$ cat config.mk
export PLATFORM = sky130hd
export DESIGN_NAME = buzzer_alarm_mux
export DESIGN_NICKNAME = d
export VERILOG_FILES = /design/src/rtl/buzzer_alarm_mux_pkg.sv /design/src/rtl/buzzer_tone_gen.sv /design/src/rtl/buzzer_alarm_mux.sv
export SDC_FILE = /design/constraint.sdc
export NUM_CORES = 1
export LEC_CHECK = 0
export CELL_PAD_IN_SITES_DETAIL_PLACEMENT = 2
export CELL_PAD_IN_SITES_GLOBAL_PLACEMENT = 2
export CORE_ASPECT_RATIO = 1.2
export CORE_MARGIN = 2
export CORE_UTILIZATION = 29
export CTS_CLUSTER_DIAMETER = 100
export DETAILED_ROUTE_END_ITERATION = 7
export GPL_TIMING_DRIVEN = 1
export PLACE_DENSITY = 0.86
export SETUP_SLACK_MARGIN = 0.1
export SYNTH_ARGS = -nofsm -noshare
export SYNTH_HDL_FRONTEND = slang
export SYNTH_SLANG_ARGS = --single-unit
$ cat constraint.sdc
create_clock -name clk -period 4.8 [get_ports clk]
set_input_delay 0.72 -clock clk [delete_from_list [all_inputs] [get_ports clk]]
set_output_delay 0.72 -clock clk [all_outputs]
set_load 0.05 [all_outputs]
$ cat src/rtl/buzzer_alarm_mux_pkg.sv
// Shared definitions for the buzzer alarm multiplexer: channel mode
// encodings, controller state encodings, default timing constants for a
// 50 MHz clock and the mode-to-entry-state mapping.
package buzzer_alarm_mux_pkg;

  // Per-channel mode, two bits per channel on ch_mode.
  typedef enum logic [1:0] {
    MODE_OFF    = 2'b00,
    MODE_CONT   = 2'b01,
    MODE_PULSE  = 2'b10,
    MODE_SINGLE = 2'b11
  } mode_e;

  typedef enum logic [2:0] {
    ST_IDLE   = 3'd0,
    ST_CONT   = 3'd1,
    ST_P_ON   = 3'd2,
    ST_P_OFF  = 3'd3,
    ST_SINGLE = 3'd4
  } state_e;

  // Defaults for a 50 MHz clock.
  localparam int unsigned DEF_TONE_HALF  = 47348;      // ~528 Hz tone
  localparam int unsigned DEF_PULSE_HALF = 2_499_999;  // 10 Hz cadence
  localparam int unsigned DEF_BEEP_LEN   = 5_000_000;  // 100 ms beep

  // State entered when a channel in the given mode takes the buzzer.
  function automatic state_e mode_to_state(input mode_e mode);
    case (mode)
      MODE_CONT:   return ST_CONT;
      MODE_PULSE:  return ST_P_ON;
      MODE_SINGLE: return ST_SINGLE;
      default:     return ST_IDLE;
    endcase
  endfunction

endpackage

$ cat src/rtl/buzzer_tone_gen.sv
// Square-wave tone generator. While run is high the half-period counter
// advances and the output toggles each time it reaches tone_half, giving
// tone_half+1 clocks per half-period. clear has priority and returns the
// counter and the output to 0; with neither asserted both hold.
//   clk, rst_n  clock, asynchronous active-low reset
//   run         advance the tone counter this cycle
//   clear       force counter and output to 0 this cycle
//   tone_half   half-period divisor (runtime)
//   buzz        registered square-wave output
module buzzer_tone_gen #(
  parameter int TONE_W = 16
) (
  input  logic              clk,
  input  logic              rst_n,
  input  logic              run,
  input  logic              clear,
  input  logic [TONE_W-1:0] tone_half,
  output logic              buzz
);

  localparam logic [TONE_W-1:0] TONE_ONE = TONE_W'(1);

  logic [TONE_W-1:0] tone_cnt_q, tone_cnt_d;
  logic              buzz_q, buzz_d;

  // NOTE: every variable gets a default at the top of the block so no path
  // leaves it unassigned; that is what keeps combinational logic latch-free.
  always_comb begin
    tone_cnt_d = tone_cnt_q;
    buzz_d     = buzz_q;
    if (clear) begin
      tone_cnt_d = '0;
      buzz_d     = 1'b0;
    end else if (run) begin
      // >= rather than == so lowering tone_half below the running count
      // toggles on the next edge instead of wrapping the counter.
      if (tone_cnt_q >= tone_half) begin
        tone_cnt_d = '0;
        buzz_d     = ~buzz_q;
      end else begin
        tone_cnt_d = tone_cnt_q + TONE_ONE;
      end
    end
  end

  // NOTE: state registers use non-blocking assignments so every flop samples
  // the pre-edge values regardless of statement order.
  always_ff @(posedge clk or negedge rst_n) begin
    if (!rst_n) begin
      tone_cnt_q <= '0;
      buzz_q     <= 1'b0;
    end else begin
      tone_cnt_q <= tone_cnt_d;
      buzz_q     <= buzz_d;
    end
  end

  assign buzz = buzz_q;

endmodule

$ cat src/rtl/buzzer_alarm_mux.sv
// Multi-channel buzzer driver. Up to N_CH alarm sources, each in a runtime
// mode (continuous, pulsed cadence, single beep), are arbitrated by fixed
// priority (channel 0 highest) onto one square-wave buzzer output.
//   clk, rst_n  clock, asynchronous active-low reset
//   ch_req      per-channel level request
//   ch_mode     per-channel mode, bits [2i+1:2i]
//   tone_half   tone half-period = tone_half+1 clocks
//   pulse_half  pulsed on-time = off-time = pulse_half+1 clocks
//   beep_len    single-beep tone duration in clocks
//   buzz        registered buzzer drive
//   busy        a channel currently owns the buzzer
//   active_ch   owning channel index (0 when idle)
module buzzer_alarm_mux
  import buzzer_alarm_mux_pkg::*;
#(
  parameter  int N_CH   = 4,
  parameter  int TONE_W = 16,
  parameter  int TIME_W = 23,
  localparam int CH_W   = (N_CH > 1) ? $clog2(N_CH) : 1
) (
  input  logic                clk,
  input  logic                rst_n,
  input  logic [N_CH-1:0]     ch_req,
  input  logic [2*N_CH-1:0]   ch_mode,
  input  logic [TONE_W-1:0]   tone_half,
  input  logic [TIME_W-1:0]   pulse_half,
  input  logic [TIME_W-1:0]   beep_len,
  output logic                buzz,
  output logic                busy,
  output logic [CH_W-1:0]     active_ch
);

  localparam logic [TIME_W-1:0] CAD_ONE = TIME_W'(1);

  state_e            state_q, state_d;
  mode_e             mode_q, mode_d;
  logic [CH_W-1:0]   owner_q, owner_d;
  logic              busy_q, busy_d;
  logic [TIME_W-1:0] cad_cnt_q, cad_cnt_d;
  logic [N_CH-1:0]   done_q, done_d;

  logic [TIME_W:0]   cad_plus1;
  logic              single_end;
  logic [N_CH-1:0]   fin, elig;
  logic              win_valid;
  logic [CH_W-1:0]   win_idx;
  mode_e             win_mode;
  logic              owner_change;
  logic              tone_run;

  // Eligibility and fixed-priority arbitration.
  always_comb begin
    cad_plus1  = {1'b0, cad_cnt_q} + {{TIME_W{1'b0}}, 1'b1};
    // The owning single beep completes on this edge: beep_len clocks of tone
    // have elapsed since entry. The finishing channel is masked here so the
    // arbiter hands over on the same edge rather than one cycle later.
    single_end = busy_q && (state_q == ST_SINGLE) && (cad_plus1 >= {1'b0, beep_len});
    fin        = '0;
    elig       = '0;
    win_valid  = 1'b0;
    win_idx    = '0;
    win_mode   = MODE_OFF;
    for (int i = N_CH - 1; i >= 0; i--) begin
      fin[i]  = single_end && (owner_q == CH_W'(i))
                && (mode_e'(ch_mode[2*i +: 2]) == MODE_SINGLE);
      elig[i] = ch_req[i] && (mode_e'(ch_mode[2*i +: 2]) != MODE_OFF)
                && !((mode_e'(ch_mode[2*i +: 2]) == MODE_SINGLE) && (done_q[i] || fin[i]));
      // Descending scan: the last hit is the lowest eligible index.
      if (elig[i]) begin
        win_valid = 1'b1;
        win_idx   = CH_W'(i);
        win_mode  = mode_e'(ch_mode[2*i +: 2]);
      end
    end
    // A new owner, going idle, or the owner's mode changing all restart
    // the tone and cadence from zero.
    owner_change = (win_valid != busy_q)
                   || (win_valid && ((win_idx != owner_q) || (win_mode != mode_q)));
  end

  // Controller next state, cadence counter and done flags.
  always_comb begin
    state_d   = state_q;
    mode_d    = mode_q;
    owner_d   = owner_q;
    busy_d    = busy_q;
    cad_cnt_d = cad_cnt_q;
    tone_run  = 1'b0;

    if (owner_change) begin
      busy_d    = win_valid;
      owner_d   = win_valid ? win_idx : '0;
      mode_d    = win_valid ? win_mode : MODE_OFF;
      state_d   = win_valid ? mode_to_state(win_mode) : ST_IDLE;
      cad_cnt_d = '0;
    end else begin
      case (state_q)
        ST_CONT: tone_run = 1'b1;
        ST_P_ON: begin
          if (cad_cnt_q >= pulse_half) begin
            state_d   = ST_P_OFF;
            cad_cnt_d = '0;
          end else begin
            tone_run  = 1'b1;
            cad_cnt_d = cad_cnt_q + CAD_ONE;
          end
        end
        ST_P_OFF: begin
          if (cad_cnt_q >= pulse_half) begin
            state_d   = ST_P_ON;
            cad_cnt_d = '0;
          end else begin
            cad_cnt_d = cad_cnt_q + CAD_ONE;
          end
        end
        // Completion always surfaces as an owner change, so this count
        // stops before it could reach the top of its range.
        ST_SINGLE: begin
          tone_run  = 1'b1;
          cad_cnt_d = cad_cnt_q + CAD_ONE;
        end
        default: ;
      endcase
    end

    for (int i = 0; i < N_CH; i++) begin
      if (!ch_req[i]) begin
        done_d[i] = 1'b0;
      end else if (fin[i]) begin
        done_d[i] = 1'b1;
      end else if (owner_change && win_valid && (win_idx == CH_W'(i))
                   && (win_mode == MODE_SINGLE) && (beep_len == '0)) begin
        // Zero-length beep completes at the moment it takes ownership.
        done_d[i] = 1'b1;
      end else begin
        done_d[i] = done_q[i];
      end
    end
  end

  always_ff @(posedge clk or negedge rst_n) begin
    if (!rst_n) begin
      state_q   <= ST_IDLE;
      mode_q    <= MODE_OFF;
      owner_q   <= '0;
      busy_q    <= 1'b0;
      cad_cnt_q <= '0;
      done_q    <= '0;
    end else begin
      state_q   <= state_d;
      mode_q    <= mode_d;
      owner_q   <= owner_d;
      busy_q    <= busy_d;
      cad_cnt_q <= cad_cnt_d;
      done_q    <= done_d;
    end
  end

  // Anything other than continuing in a tone state silences the buzzer on
  // this edge and zeroes the tone counter.
  buzzer_tone_gen #(
    .TONE_W (TONE_W)
  ) u_tone_gen (
    .clk       (clk),
    .rst_n     (rst_n),
    .run       (tone_run),
    .clear     (!tone_run),
    .tone_half (tone_half),
    .buzz      (buzz)
  );

  assign busy      = busy_q;
  assign active_ch = owner_q;

endmodule

==> results list, run 1 <==
* Number of cells traversed by the worst register-to-register path: 24
- GRT Residual Overflow: 0
- For this configuration, the core starts out at a cell density of 0.295.
- Syn Std Cell Area: roughly 4800 µm²
- Yosys warns: 0
* Die H: approximately 140 µm
* Class of the tightest hold or removal check: in -> async
- VDD sags by at most approximately 0.13 mV.
* Portion of the post-synthesis area used by sequential elements: 0.274
- Once placement completed, the tool counted placed cells totaling just under 900.
- Seq cells post-synth: between 50 and 60
* Relative contribution of the clock network to total power: 0.326
- Remaining max-slew budget at the tightest pin: 0.0344
- Number of non-filler instances in the completed layout: around 930
* Required time of the critical path: 4.98 ns
* Clock latency on the worst-skew pair: between 0.3 and 0.4 ns
- Setup violations remaining at the end of the flow were counted as 49.
* Synthesized netlist cell count: between 500 and 600
- Commonest cells after routing, fill and taps aside: 78 x clkdlybuf4s50_1, 75 x inv_1, 73 x buf_4
- CTS tree: yes
* Top sig layer: met5
- Mean routed wirelength per cell: approximately 26 µm
- The worst register-to-register path begins at cad_cnt_q[1]$_DFFE_PN0P_.
- Setup repair after global routing missed its margin: yes
- Number of buffers added on ports: 79
* Outcome: finished with violations
- After clock tree synthesis, the clock-pin slew on the worst setup and hold paths is ~0.090 ns.
* All-layer global routing usage: 0.254
- The initial antenna violation count is 1.
* Number of routed nets with antenna violations: 0
- Of the total synthesized cell area, the portion taken by full adders, half adders and majority gates is 0.168.
- Of the total power, registers draw 0.341.
- Via/cell ratio: approximately 5.7
* Die area: about 17000 µm²
- Number of global-route vias before repair: around 5900
- Compared with the post-synthesis result, the final layout area differs by 49.1%.
- Of the total synthesized cell area, the portion taken by AND, OR, NAND and NOR gates is 0.212.
- Cell Int Power: about 0.0009 W
- The checks that failed: negative setup slack.
- Async set or reset register ratio after synthesis: 1.00
- Library cell used as clock root buffer: clkbuf_16
- The fraction of the mapped netlist area in compound gates came to 0.193.
- The clock net in this run drives a total of 52 sinks.
* Global-route wire length before repair: about 34000 µm
- Clock tree synthesis inserted a total of 5 buffers.
- Endpoint of the worst-slack reg-to-reg timing path: u_tone_gen.tone_cnt_q[4]$_DFF_PN0_
- Synthesized area divided by synthesized cell count: between 8 and 9 µm²
- Yosys cell types: 58
- Net Switching: about 0.00051 W
* Deepest level of the CTS H-tree: 2
- In this run the worst path has a maximum fanout of 9.
* Met2 WL: 12700 µm
- Post-route DRC: 0
* Number of flops mapped to enable cells by yosys: 0
- Detailed-route wire length: around 24000 µm
* Via count: approximately 5300
* Pin slew with the least headroom to its limit: ~1.4 ns
- Final Critical Period: ~5.1 ns
* Power share of the combinational group: 0.333
* Data arrival, critical path: ~5.3 ns
- Summed negative setup slack over all endpoints: -9.58 ns
- Of the total power, the share spent switching nets is 0.365.
- The worst setup path is captured at a register.
* Initial detailed-routing violation count: 261
* Setup slack of the most critical reg-to-reg path: -0.33 ns
* Startpoint Class: register
- The critical path is of the reg -> reg type.
- Of the total synthesized cell area, the portion taken by XOR and XNOR cells is 0.0718.
* Antenna diode instance count: 0
- After floorplanning, the core was sized to cover 16100 µm².
- The die is 121 µm wide.
- Fraction of final layout cells sized beyond drive strength 1: 0.234
- Maximum number of pins on one net before global-route repair: 53
* Row cnt: 51
- No sink is reached through more buffers than the 2 on the longest clock path.
- Routed wire length on met3: 883 µm
- The analysis attributes to cell leakage a power of approximately 3.2 nW.
- Commonest non-fill, non-tap cell in the layout: clkdlybuf4s50_1
- The tool flagged a number of max-cap violations equal to 0.
* Least setup slack across all paths after layout: -0.326 ns
* Ratio of total power to cell area: 196 nW/µm²
- In this run, post-CTS hold repair placed 0 buffers.
* Number of nets at the end of the flow: roughly 860
- Multiplexer share of the synthesized area: 0.00474
- When the netlist entered floorplanning its net count stood at 698.
* Metal1 wirelength: ~9400 µm
* HPWL Detailed: between 10000 and 15000 µm
* Peak Freq: 0.195 GHz
* Final Hold Fails: 0
- Global placer's final weighted congestion: approximately 0.9
- After filler insertion, the fill cell instance count of the layout stands at 1688.
- Largest family of logic cells by synthesized area: simple AND/OR/NAND/NOR gates
- For this run, the leading register cell type out of synthesis is dfrtp_1.
* Number of I/O pins: 80
- The number of slew-limit violations in the final report was 0.
- Post-Route Skew: between 0.01 and 0.015 ns
- The pre-antenna-repair detailed-routing pass consisted of 4 iterations.
- Of the available clock period, the critical path in the final layout requires 1.07.
## metal layers
metal,GRT usage,vias up
met5,0,-
met4,0.116,2
met3,0.0347,83
met2,0.483,166
met1,0.276,2680
li1,-,2325
## power by group through the flow
| stage | sequential, W | clock [W] | combinational [W] |
|---|---|---|---|
| 6_report | 0.000475 | 0.000454 | 0.000463 |
| 5_1_grt | 0.000476 | 0.000471 | 0.000492 |
| 4_1_cts | 0.000471 | 0.000439 | 0.000400 |
| 3_5_place_dp | 0.000477 | 0 | 0.000357 |
| 3_3_place_gp | 0.000476 | 0 | 0.000334 |
| 2_1_floorplan | 0.000481 | 0 | 0.000170 |
## per-stage QoR
step / utilization / area, µm² / hold WS (ns) / worst slack, ns / total power (W)
floorplan: - / 4760 / 0.424 / 0.117 / 0.000651
global placement: 0.380 / 6140 / 0.507 / -0.168 / 0.000810
detailed placement: 0.380 / 6140 / 0.545 / -0.460 / 0.000835
CTS: 0.423 / 6830 / 0.567 / 0.0776 / 0.00131
global route: 0.439 / 7090 / 0.603 / -0.534 / 0.00144
finish: 0.439 / 7090 / 0.537 / -0.326 / 0.00139
## cells by family (layout without fill, tap and decap cells)
group,after synthesis,count (layout)
DFF,52,52
buffers and inverters,89,248
muxes,2,2
and+or+nand+nor,182,182
adders and majority gates,64,64
xor gates and xnor gates,39,39
AOI/OAI and AO/OA,130,130
## registers in the layout, indices dropped and copies added (netlist names)
register / count
busy: 1
done_q: 4
mode_q: 2
u_tone_gen.buzz: 1
cad_cnt_q: 23
active_ch: 2
u_tone_gen.tone_cnt_q: 16
state_q: 3
## worst max-delay path, stage by stage, from the launching register on
cell and delay, ns:
dfrtp_1 0.44, ha_4 0.18, nand3_4 0.08, nor2_4 0.11, and2_4 0.15, and4_4 0.22, buf_4 0.12, nand2_4 0.05
xnor2_2 0.25, ha_1 0.31, o21ai_0 0.26, nor2_1 0.13, a2111oi_4 0.36, buf_4 0.19, o21ai_4 0.06, a22oi_2 0.14
buf_6 0.14, buf_4 0.11, o211a_4 0.20, o31a_1 0.21, nor3_1 0.06, nand4b_1 0.27, o32a_4 0.44, buf_12 0.19
nor4_2 0.31
## layout make-up
| class | count | area (µm²) | share of cell area |
|---|---|---|---|
| flip-flops and latches | 52 | 1300 | 0.184 |
| inverters | 75 | 282 | 0.0397 |
| clock buffers | 6 | 129 | 0.0182 |
| multi-input cells | 417 | 3540 | 0.499 |
| clock inverters | 2 | 38.8 | 0.00547 |
| repair buffers | 165 | 1540 | 0.217 |
| well taps | 212 | 265 | 0.0374 |
## Yosys cell counts (all sizes together) (4+ instances only)
library cell  number  area (µm²)
o31ai              4        48.8
o2111ai            6        52.6
nor2              47         176
a311oi             4        35.0
o22ai              5        31.3
inv               75         282
o21a               8        60.1
buf                7        58.8
nand2b             5        31.3
ha                64         801
nand2             32         123
dfrtp             52        1300
a22oi             18         149
nor2b              8        50.1
nand3             25         125
and4               4        35.0
a21o               8        60.1
and3               8        50.1
a21oi             22         110
a31oi              6        37.5
nand4             14        93.8
nor4              23         228
xor2              16         140
nor3              10        50.1
xnor2             23         201
o211ai             5        37.5
clkbuf             7        26.3
o21ai             24         120
## how the worst max path moves through the flow
stage / startpoint / endpoint / slack, ns
after floorplan: cad_cnt_q[0]$_DFFE_PN0P_ / u_tone_gen.tone_cnt_q[10]$_DFF_PN0_ / 0.12
after global placement: cad_cnt_q[0]$_DFFE_PN0P_ / u_tone_gen.tone_cnt_q[15]$_DFF_PN0_ / -0.17
after detailed placement: cad_cnt_q[0]$_DFFE_PN0P_ / cad_cnt_q[3]$_DFFE_PN0P_ / -0.46
after CTS: cad_cnt_q[0]$_DFFE_PN0P_ / u_tone_gen.tone_cnt_q[7]$_DFF_PN0_ / 0.08
after global routing: cad_cnt_q[1]$_DFFE_PN0P_ / u_tone_gen.tone_cnt_q[4]$_DFF_PN0_ / -0.53
final: cad_cnt_q[1]$_DFFE_PN0P_ / u_tone_gen.tone_cnt_q[4]$_DFF_PN0_ / -0.33
## what timing repair did
action                     in CTS  in global routing
pin swaps                      38                  9
setup buffers                  24                 11
setup endpoints to repair      50                 50
resized for setup              60                 31
gates cloned                    1                  1
(Power assumes the default switching activity.)
==> run 2: changes to the inputs <==
--- a/config.mk
+++ b/config.mk
@@ -9,11 +9,11 @@
 export CELL_PAD_IN_SITES_GLOBAL_PLACEMENT = 2
 export CORE_ASPECT_RATIO = 1.2
 export CORE_MARGIN = 2
-export CORE_UTILIZATION = 29
+export CORE_UTILIZATION = 33
 export CTS_CLUSTER_DIAMETER = 100
 export DETAILED_ROUTE_END_ITERATION = 7
 export GPL_TIMING_DRIVEN = 1
-export PLACE_DENSITY = 0.86
+export PLACE_DENSITY = 0.91
 export SETUP_SLACK_MARGIN = 0.1
 export SYNTH_ARGS = -nofsm -noshare
 export SYNTH_HDL_FRONTEND = slang
==> constraint.sdc (replaced) <==
create_clock -name clk -period 5.8 [get_ports clk]
set_input_delay 0.87 -clock clk [delete_from_list [all_inputs] [get_ports clk]]
set_output_delay 0.87 -clock clk [all_outputs]
set_load 0.05 [all_outputs]
==> results list, run 2 (same netlist as run 1, synthesis figures left out) <==
- Final Hold Fails: 0 (unchanged)
- Data arrival, critical path: 5.99 ns (+0.68 ns)
* Largest register by flop count: cad_cnt_q
- Global placer's final weighted congestion: 0.823 (-9.0%)
* Hold slack final: 0.548 ns (+0.0110 ns)
* Worst setup path class: reg -> reg
* Final Critical Period: 5.80 ns (+0.676 ns)
- Number of routed nets with antenna violations: 0 (unchanged)
- All-layer global routing usage: 0.253 (-0.000329)
- Number of buffers added on ports: 79 (unchanged)
* Power share of the combinational group: 0.305 (-0.028)
* Post-route DRC: 0 (unchanged)
* Outcome: finished with violations
* Number of I/O pins: 80 (unchanged)
- Clock slew seen by the registers of the worst setup and hold paths: 0.10 ns (about the same)
- The vertical extent of the die is 136 µm (-6.1%).
- Net Switching: 0.000408 W (-20%)
- GRT Residual Overflow: 0 (unchanged)
- The power per unit of standard cell area was 180 nW/µm² (-8.2%).
- Number of sinks on the clock net: 52 (unchanged)
- Initial detailed-routing violation count: 334 (+28%)
* Leakage component of the power: 2.82 nW (-13%)
* Pin slew with the least headroom to its limit: 1.40 ns (-0.0522 ns)
* Least setup slack across all paths after layout: -0.00178 ns (+0.324 ns)
* Violated checks: negative setup slack
- Antenna diode instance count: 0 (unchanged)
- Area grow syn2layout: 29.9%
- Clock buffer count from CTS: 5 (unchanged)
* Startpoint Class: register
* Sequential share of power: 0.354 (+0.013)
* Maximum number of pins on one net before global-route repair: 53 (unchanged)
- The clock tree skew after final layout is 0.0222 ns (+0.0102 ns).
- The setup TNS came to -0.00178 ns (+9.58 ns).
- The half-perimeter wire length after detailed placement is 13700 µm (-1.3%).
- The maximum achievable frequency came to 0.172 GHz (-12%).
* Clock latency on the worst-skew pair: 0.33 ns (about the same)
- The required arrival time at the worst endpoint came to 5.99 ns (+1.01 ns).
- The initial antenna violation count came to 0 (-1).
- Final setup violation count: 1 (-98%)
- Number of nets at the end of the flow: 796 (-7.0%)
* Switching portion of total power: 0.367 (+0.00227)
- The number of levels the H-tree was split into came to 2 (unchanged).
- Cell Int Power: 0.000704 W (-20%)
- Count of hold-fix buffers inserted at cts: 0 (unchanged)
- Class of the tightest hold or removal check: reg -> reg
- Router iterations before antenna repair: 4 (unchanged)
- The number of global-route vias before repair was 5466 (-7.7%).
* Remaining max-slew budget at the tightest pin: 0.0662 (+0.0319)
- The final clock period utilization by the worst path was 1.00 (-0.0677).
- The floorplan die area is 15400 µm² (-12%).
- The detail-routed via count per cell came to 6.10 (+7.9%).
- Mean routed wirelength per cell: 26.5 µm (+2.2%)
* Area inside the core boundary: 14200 µm² (-12%)
- The largest fanout on the critical path came to 8 (-1).
- Starting utilization of the core area: 0.334 (+0.0395)
- In the layout the commonest cells are 78 x clkdlybuf4s50_1, 75 x inv_1, 64 x ha_1.
- The share of cells above drive strength 1 came to 0.114 (-0.120).
* Commonest non-fill, non-tap cell in the layout: clkdlybuf4s50_1
- Via count: 5078 (-3.4%)
* Die width: 114 µm (-6.0%)
- Detailed-route wire length: 22000 µm (-8.5%)
- Pins over their slew limit: 0 (unchanged)
- The clock share of power was 0.340 (+0.014).
- STA classifies the critical path endpoint as a register.
- The tree is rooted in a clkbuf_16.
- The largest buffer count on any clock path came to 2 (unchanged).
* Max IR drop VDD: 0.123 mV (-2.3%)
- CTS tree: yes
- The global-route wire length before repair was 30100 µm (-12%).
- Total of max-cap violations: 0 (unchanged)
- Max reg flops: 23 (unchanged)
* Row cnt: 48 (-5.9%)
* Registers with the most flip-flops: cad_cnt_q: 23 flops, u_tone_gen.tone_cnt_q: 16 flops, done_q: 4 flops
-- run 2: cell count changes in the layout (fill, tap and decap cells not counted), sizes merged --
| cell | before | now |
|---|---|---|
| clkbuf | 7 | 6 |
| clkdlybuf4s15 | 0 | 1 |
| buf | 86 | 25 |
| o32a | 1 | 2 |
-- run 2: path summary, 6_finish.rpt --
check | to | slack [ns] | start | cells past startpoint
min | done_q[0]$_DFFE_PN0P_ | 0.55 | done_q[0]$_DFFE_PN0P_ | 2
max reg2reg | u_tone_gen.tone_cnt_q[4]$_DFF_PN0_ | -0.002 | cad_cnt_q[1]$_DFFE_PN0P_ | 22
max in group asynchronous | cad_cnt_q[0]$_DFFE_PN0P_ | 4.55 | rst_n | 2
min in group asynchronous | u_tone_gen.tone_cnt_q[0]$_DFF_PN0_ | 0.67 | rst_n | 2
max | u_tone_gen.tone_cnt_q[4]$_DFF_PN0_ | -0.002 | cad_cnt_q[1]$_DFFE_PN0P_ | 22
min reg2reg | done_q[0]$_DFFE_PN0P_ | 0.55 | done_q[0]$_DFFE_PN0P_ | 2
-- run 2: timing repair --
action,CTS,global route
endpoints found under the setup margin,46,50
buffers inserted,2,15
cloned,1,1
endpoints found under the hold margin,0,0
gates resized for setup,6,16
pin swaps,1,6
-- run 2: metal layers --
metal  track usage  share of wire  vias up  wire length (µm)
li1              -              -     2213                 -
met1         0.281           0.38     2556              8410
met2         0.474           0.51      221             11300
met3        0.0336          0.047       88              1030
met4         0.121          0.057        0              1260
met5             0              0        -                 0
-- run 2: per-stage QoR --
step | cell area (µm²) | worst slack (ns) | instances | power [W] | utilization
floorplan | 4760 | 0.969 | 558 | 0.000538 | -
global placement | 5740 | 0.396 | 805 | 0.000650 | 0.403
detailed placement | 5740 | -0.0588 | 805 | 0.000673 | 0.403
CTS | 5970 | 0.135 | 816 | 0.00105 | 0.419
global route | 6180 | -0.127 | 832 | 0.00114 | 0.434
finish | 6180 | -0.00178 | 832 | 0.00111 | 0.434
-- run 2: critical path: stages (launching register included) --
cell             delay [ns]
dfrtp_2                0.44
ha_1                   0.24
nand3_2                0.12
nor2_2                 0.16
and2_2                 0.24
and4_2                 0.33
nand2_1                0.10
xnor2_1                0.28
ha_1                   0.34
o21ai_0                0.27
nor2_1                 0.09
a2111oi_2              0.42
o21ai_1                0.20
a22oi_2                0.27
clkdlybuf4s15_2        0.32
buf_4                  0.15
o31ai_4                0.07
o211ai_1               0.20
a22oi_4                0.17
xnor2_2                0.24
o32a_4                 0.44
buf_12                 0.16
nor4_1                 0.40
-- run 2: area by class of cell --
cell class	count	area, µm²
clock inverter	2	38.8
fill	1551	8060
tap	175	219
inverter	75	282
clock buffer	6	129
multi-input combinational	418	3210
sequential	52	1300
timing repair buffer	104	990
-- run 2: power by group through the flow --
stage          Combinational (W)  Clock (W)  Sequential (W)
2_1_floorplan           0.000140          0        0.000398
3_3_place_gp            0.000256          0        0.000394
3_5_place_dp            0.000277          0        0.000396
4_1_cts                 0.000299   0.000364        0.000391
5_1_grt                 0.000358   0.000387        0.000394
6_report                0.000340   0.000379        0.000394
==> run 3: changes to the inputs <==
--- a/config.mk
+++ b/config.mk
@@ -5,11 +5,12 @@
 export SDC_FILE = /design/constraint.sdc
 export NUM_CORES = 1
 export LEC_CHECK = 0
+export ABC_AREA = 1
 export CELL_PAD_IN_SITES_DETAIL_PLACEMENT = 2
 export CELL_PAD_IN_SITES_GLOBAL_PLACEMENT = 2
 export CORE_ASPECT_RATIO = 1.2
 export CORE_MARGIN = 2
-export CORE_UTILIZATION = 33
+export CORE_UTILIZATION = 31
 export CTS_CLUSTER_DIAMETER = 100
 export DETAILED_ROUTE_END_ITERATION = 7
 export GPL_TIMING_DRIVEN = 1
==> constraint.sdc (replaced) <==
create_clock -name clk -period 6.44 [get_ports clk]
set_input_delay 0.966 -clock clk [delete_from_list [all_inputs] [get_ports clk]]
set_output_delay 0.966 -clock clk [all_outputs]
set_load 0.05 [all_outputs]
==> results list, run 3 <==
- The number of failing hold endpoints at the final stage is 0 (unchanged).
* Ratio of total power to cell area: 138 nW/µm² (-24%)
* CTS tree: yes
- The global placement routability congestion came to 0.876 (+6.5%).
- Post-Route Skew: 0.00703 ns (-0.0151 ns)
- The maximum vdd drop is 0.0851 mV (-31%).
* Die area: 17400 µm² (+13%)
- The setup TNS was 0 ns (+0.00178 ns).
- Relative to the synthesized area, the layout overhead comes to 22.5%.
* Die width: 121 µm (+6.4%)
- Number of fill cells in the layout: 1920 (+24%)
* Least setup slack across all paths after layout: 0.786 ns (+0.787 ns)
- The setup fix buffers added after clock tree synthesis was 0 (-2).
* Worst setup path class: reg -> reg
- Syn Std Cell Area: 5080 µm² (+6.9%)
* Share of the synthesized area in the top cell type: 0.256 (-0.0177)
* Seq cells post-synth: 52 (unchanged)
- Yosys cell types: 43 (-26%)
- Yosys instantiated no cell more often than inv_1.
- The largest total area in the synthesized netlist belongs to dfrtp_1.
- Number of I/O pins: 80 (unchanged)
- The flow ran to the end, and the final reports show no timing, DRC or antenna violations.
- The number of optimization iterations in the first detailed-route pass was 4 (unchanged).
- Area of all placed cells without fillers: 6230 µm² (+0.89%)
- Library cell used as clock root buffer: clkbuf_16
- The final routed wirelength across all metal layers was 17000 µm (-23%).
* Deepest level of the CTS H-tree: 2 (unchanged)
- Die H: 144 µm (+6.5%)
* Synthesized area divided by synthesized cell count: 6.98 µm² (-18%)
* Area inside the core boundary: 16100 µm² (+13%)
- Number of flops mapped to enable cells by yosys: 0 (unchanged)
- The count of instances resized after the clock tree is built is 0 (-6).
- The CTS sink count was 52 (unchanged).
* Maximum number of pins on one net before global-route repair: 62 (+17%)
- The remaining max-slew budget at the tightest pin was 0.388 (+0.321).
- Data arrival, critical path: 5.88 ns (-0.11 ns)
* Via/cell ratio: 4.95 (-19%)
- Number of buffers added on ports: 79 (unchanged)
- The number of slew-limit violations in the final report came to 0 (unchanged).
- Largest register by flop count: cad_cnt_q
- STA classifies the critical path endpoint as a register.
* Leakage component of the power: 3.30 nW (+17%)
- In the synthesized netlist, the cells that appear most often are 150 x inv_1, 146 x nand2_1, 64 x ha_1, 63 x nor2_1, 56 x nand3_1.
- The clock latency at the later pin of the worst-skew pair is 0.31 ns (-0.02 ns).
- Commonest cells after routing, fill and taps aside: 150 x inv_1, 146 x nand2_1, 78 x clkdlybuf4s50_1
- Most used cell, CP: nand2_1
* Via count: 5033 (-0.89%)
* Count of hold-fix buffers inserted at cts: 0 (unchanged)
- In the synthesized netlist the dominant register cell turns out to be dfrtp_1.
- Async set or reset register ratio after synthesis: 1.00 (unchanged)
* Final clock period utilization by the worst path: 0.878 (-0.122)
- Stage delay of the slowest cell on the critical path: 0.49 ns (+0.05 ns)
- HPWL Detailed: 13500 µm (-1.2%)
- The number of warnings printed during yosys synthesis was 0 (unchanged).
* Clock buffer count from CTS: 5 (unchanged)
* Max reg flops: 23 (unchanged)
- Among all stages on the critical path, the largest delay is contributed by nand2_4.
* Pin slew with the least headroom to its limit: 0.916 ns (-0.480 ns)
- Mean routed wirelength per cell: 16.8 µm (-37%)
- The number of design rule violations left after detail routing is 0 (unchanged).
- The largest registers in the layout are cad_cnt_q: 23 flops, u_tone_gen.tone_cnt_q: 16 flops, done_q: 4 flops.
- The remaining global-route overflow came to 0 (unchanged).
- Setup repair after global routing left no endpoint under its margin.
- The post-detailed-route count of antenna-violating nets is 0 (unchanged).
* Peak Freq: 0.177 GHz (+2.6%)
- Fraction of final layout cells sized beyond drive strength 1: 0.0647 (-0.0495)
- The largest buffer count on any clock path is 2 (unchanged).
- Total of max-cap violations: 0 (unchanged)
* All-layer global routing usage: 0.205 (-0.0486)
* Clock slew seen by the registers of the worst setup and hold paths: 0.08 ns (-0.02 ns)
* Portion of the post-synthesis area used by sequential elements: 0.256 (-0.0177)
* CP Max Fanout: 61 (+53)
- The required arrival time at the worst endpoint came to 6.66 ns (+0.67 ns).
- The net count after synthesis was 868 (+24%).
- Global-route wire length before repair: 28400 µm (-5.9%)
* Largest cells by area after synthesis: dfrtp_1 26%, ha_1 16%, inv_1 11%, nand2_1 11%, nand3_1 5.5%
- Initial detailed-routing violation count: 126 (-62%)
- The worst setup path is launched from a register.
- Class of the tightest hold or removal check: reg -> reg
* Commonest non-fill, non-tap cell in the layout: inv_1
- Number of nets at the end of the flow: 943 (+18%)
- Starting utilization of the core area: 0.315 (-0.0192)
* Worst setup slack before clock tree synthesis: 0.806 ns (+0.865 ns)
- The number of inserted diodes came to 0 (unchanged).
- Number of global-route vias before repair: 5553 (+1.6%)
- The initial antenna violation count is 0 (unchanged).
* Synthesized netlist cell count: 728 (+30%)
* Area post-placement: 6080 µm² (+6.0%)
- Row cnt: 51 (+6.3%)
- Final Critical Period: 5.65 ns (-0.147 ns)
- The count of endpoints failing setup in the final report is 0 (-1).
==> run 3: cell types whose count changed after synthesis, sizes merged, moves of 7 or more <==
cell | before | now
nor2 | 47 | 78
a21o | 8 | 1
nand2 | 32 | 162
o21ai | 24 | 14
nor4 | 23 | 3
a21oi | 22 | 35
nor2b | 8 | 0
inv | 75 | 153
nand4 | 14 | 36
a22oi | 18 | 0
nand3 | 25 | 60
xnor2 | 23 | 7
==> run 3: layer usage <==
| layer | wire length [µm] | global-route usage |
|---|---|---|
| met1 | 7090 | 0.238 |
| met2 | 9270 | 0.393 |
| met3 | 309 | 0.0162 |
| met4 | 366 | 0.0655 |
| met5 | 0 | 0 |
==> run 3: kinds of logic (layout without fill, tap and decap cells) <==
kind of cell	Yosys count	in the layout	share of synthesized area
and+or+nand+nor	358	358	0.344
buffers and inverters	166	242	0.127
adders and majority gates	64	64	0.157
AOI/OAI and AO/OA	62	62	0.0714
DFF	52	52	0.256
xor gates and xnor gates	26	26	0.0448
==> run 3: critical path, delay by kind of cell (launching register included) <==
family                   cells  cell delay [ns]
flip-flops                   1             0.45
AND/OR/NAND/NOR             25             4.24
XOR/XNOR                     1             0.18
adder cells (fa/ha/maj)      2             0.50
buffers and inverters        2             0.17
==> run 3: final timing paths <==
path	start	to	slack, ns	depth (start not counted)
worst min-delay path	u_tone_gen.tone_cnt_q[0]$_DFF_PN0_	u_tone_gen.tone_cnt_q[0]$_DFF_PN0_	0.51	1
worst max-delay path	cad_cnt_q[0]$_DFFE_PN0P_	u_tone_gen.tone_cnt_q[4]$_DFF_PN0_	0.79	30
min in group asynchronous	rst_n	cad_cnt_q[18]$_DFFE_PN0P_	0.80	2
max in group asynchronous	rst_n	u_tone_gen.tone_cnt_q[12]$_DFF_PN0_	5.16	2
worst max register to register	cad_cnt_q[0]$_DFFE_PN0P_	u_tone_gen.tone_cnt_q[4]$_DFF_PN0_	0.79	30
worst min register to register	u_tone_gen.tone_cnt_q[0]$_DFF_PN0_	u_tone_gen.tone_cnt_q[0]$_DFF_PN0_	0.51	1
==> run 3: power breakdown <==
group | total [W] | internal [W] | switching [W]
registers | 0.000347 | 0.000335 | 0.0000119
clock network | 0.000288 | 0.000148 | 0.000141
logic | 0.000222 | 0.0000823 | 0.000140
total | 0.000857 | 0.000565 | 0.000292
==> run 3: final cells by class <==
cell class,count,area (µm²),share of cell area
tap,212,265,0.0426
multi-input combinational,510,3140,0.504
clock inverter,3,25.0,0.00402
clock buffer,5,125,0.0201
inverter,153,574,0.0922
sequential,52,1300,0.209
timing repair buffer,81,801,0.129
==> run 3: stage by stage <==
| stage | hold slack, ns | cells | utilization | total power (W) |
|---|---|---|---|---|
| final | 0.508 | 1016 | 0.386 | 0.000857 |
| after global routing | 0.526 | 1016 | 0.386 | 0.000905 |
| after CTS | 0.511 | 1016 | 0.386 | 0.000869 |
| after detailed placement | 0.502 | 1008 | 0.377 | 0.000578 |
| after global placement | 0.488 | 1008 | 0.377 | 0.000567 |
| after floorplan | 0.451 | 728 | - | 0.000476 |
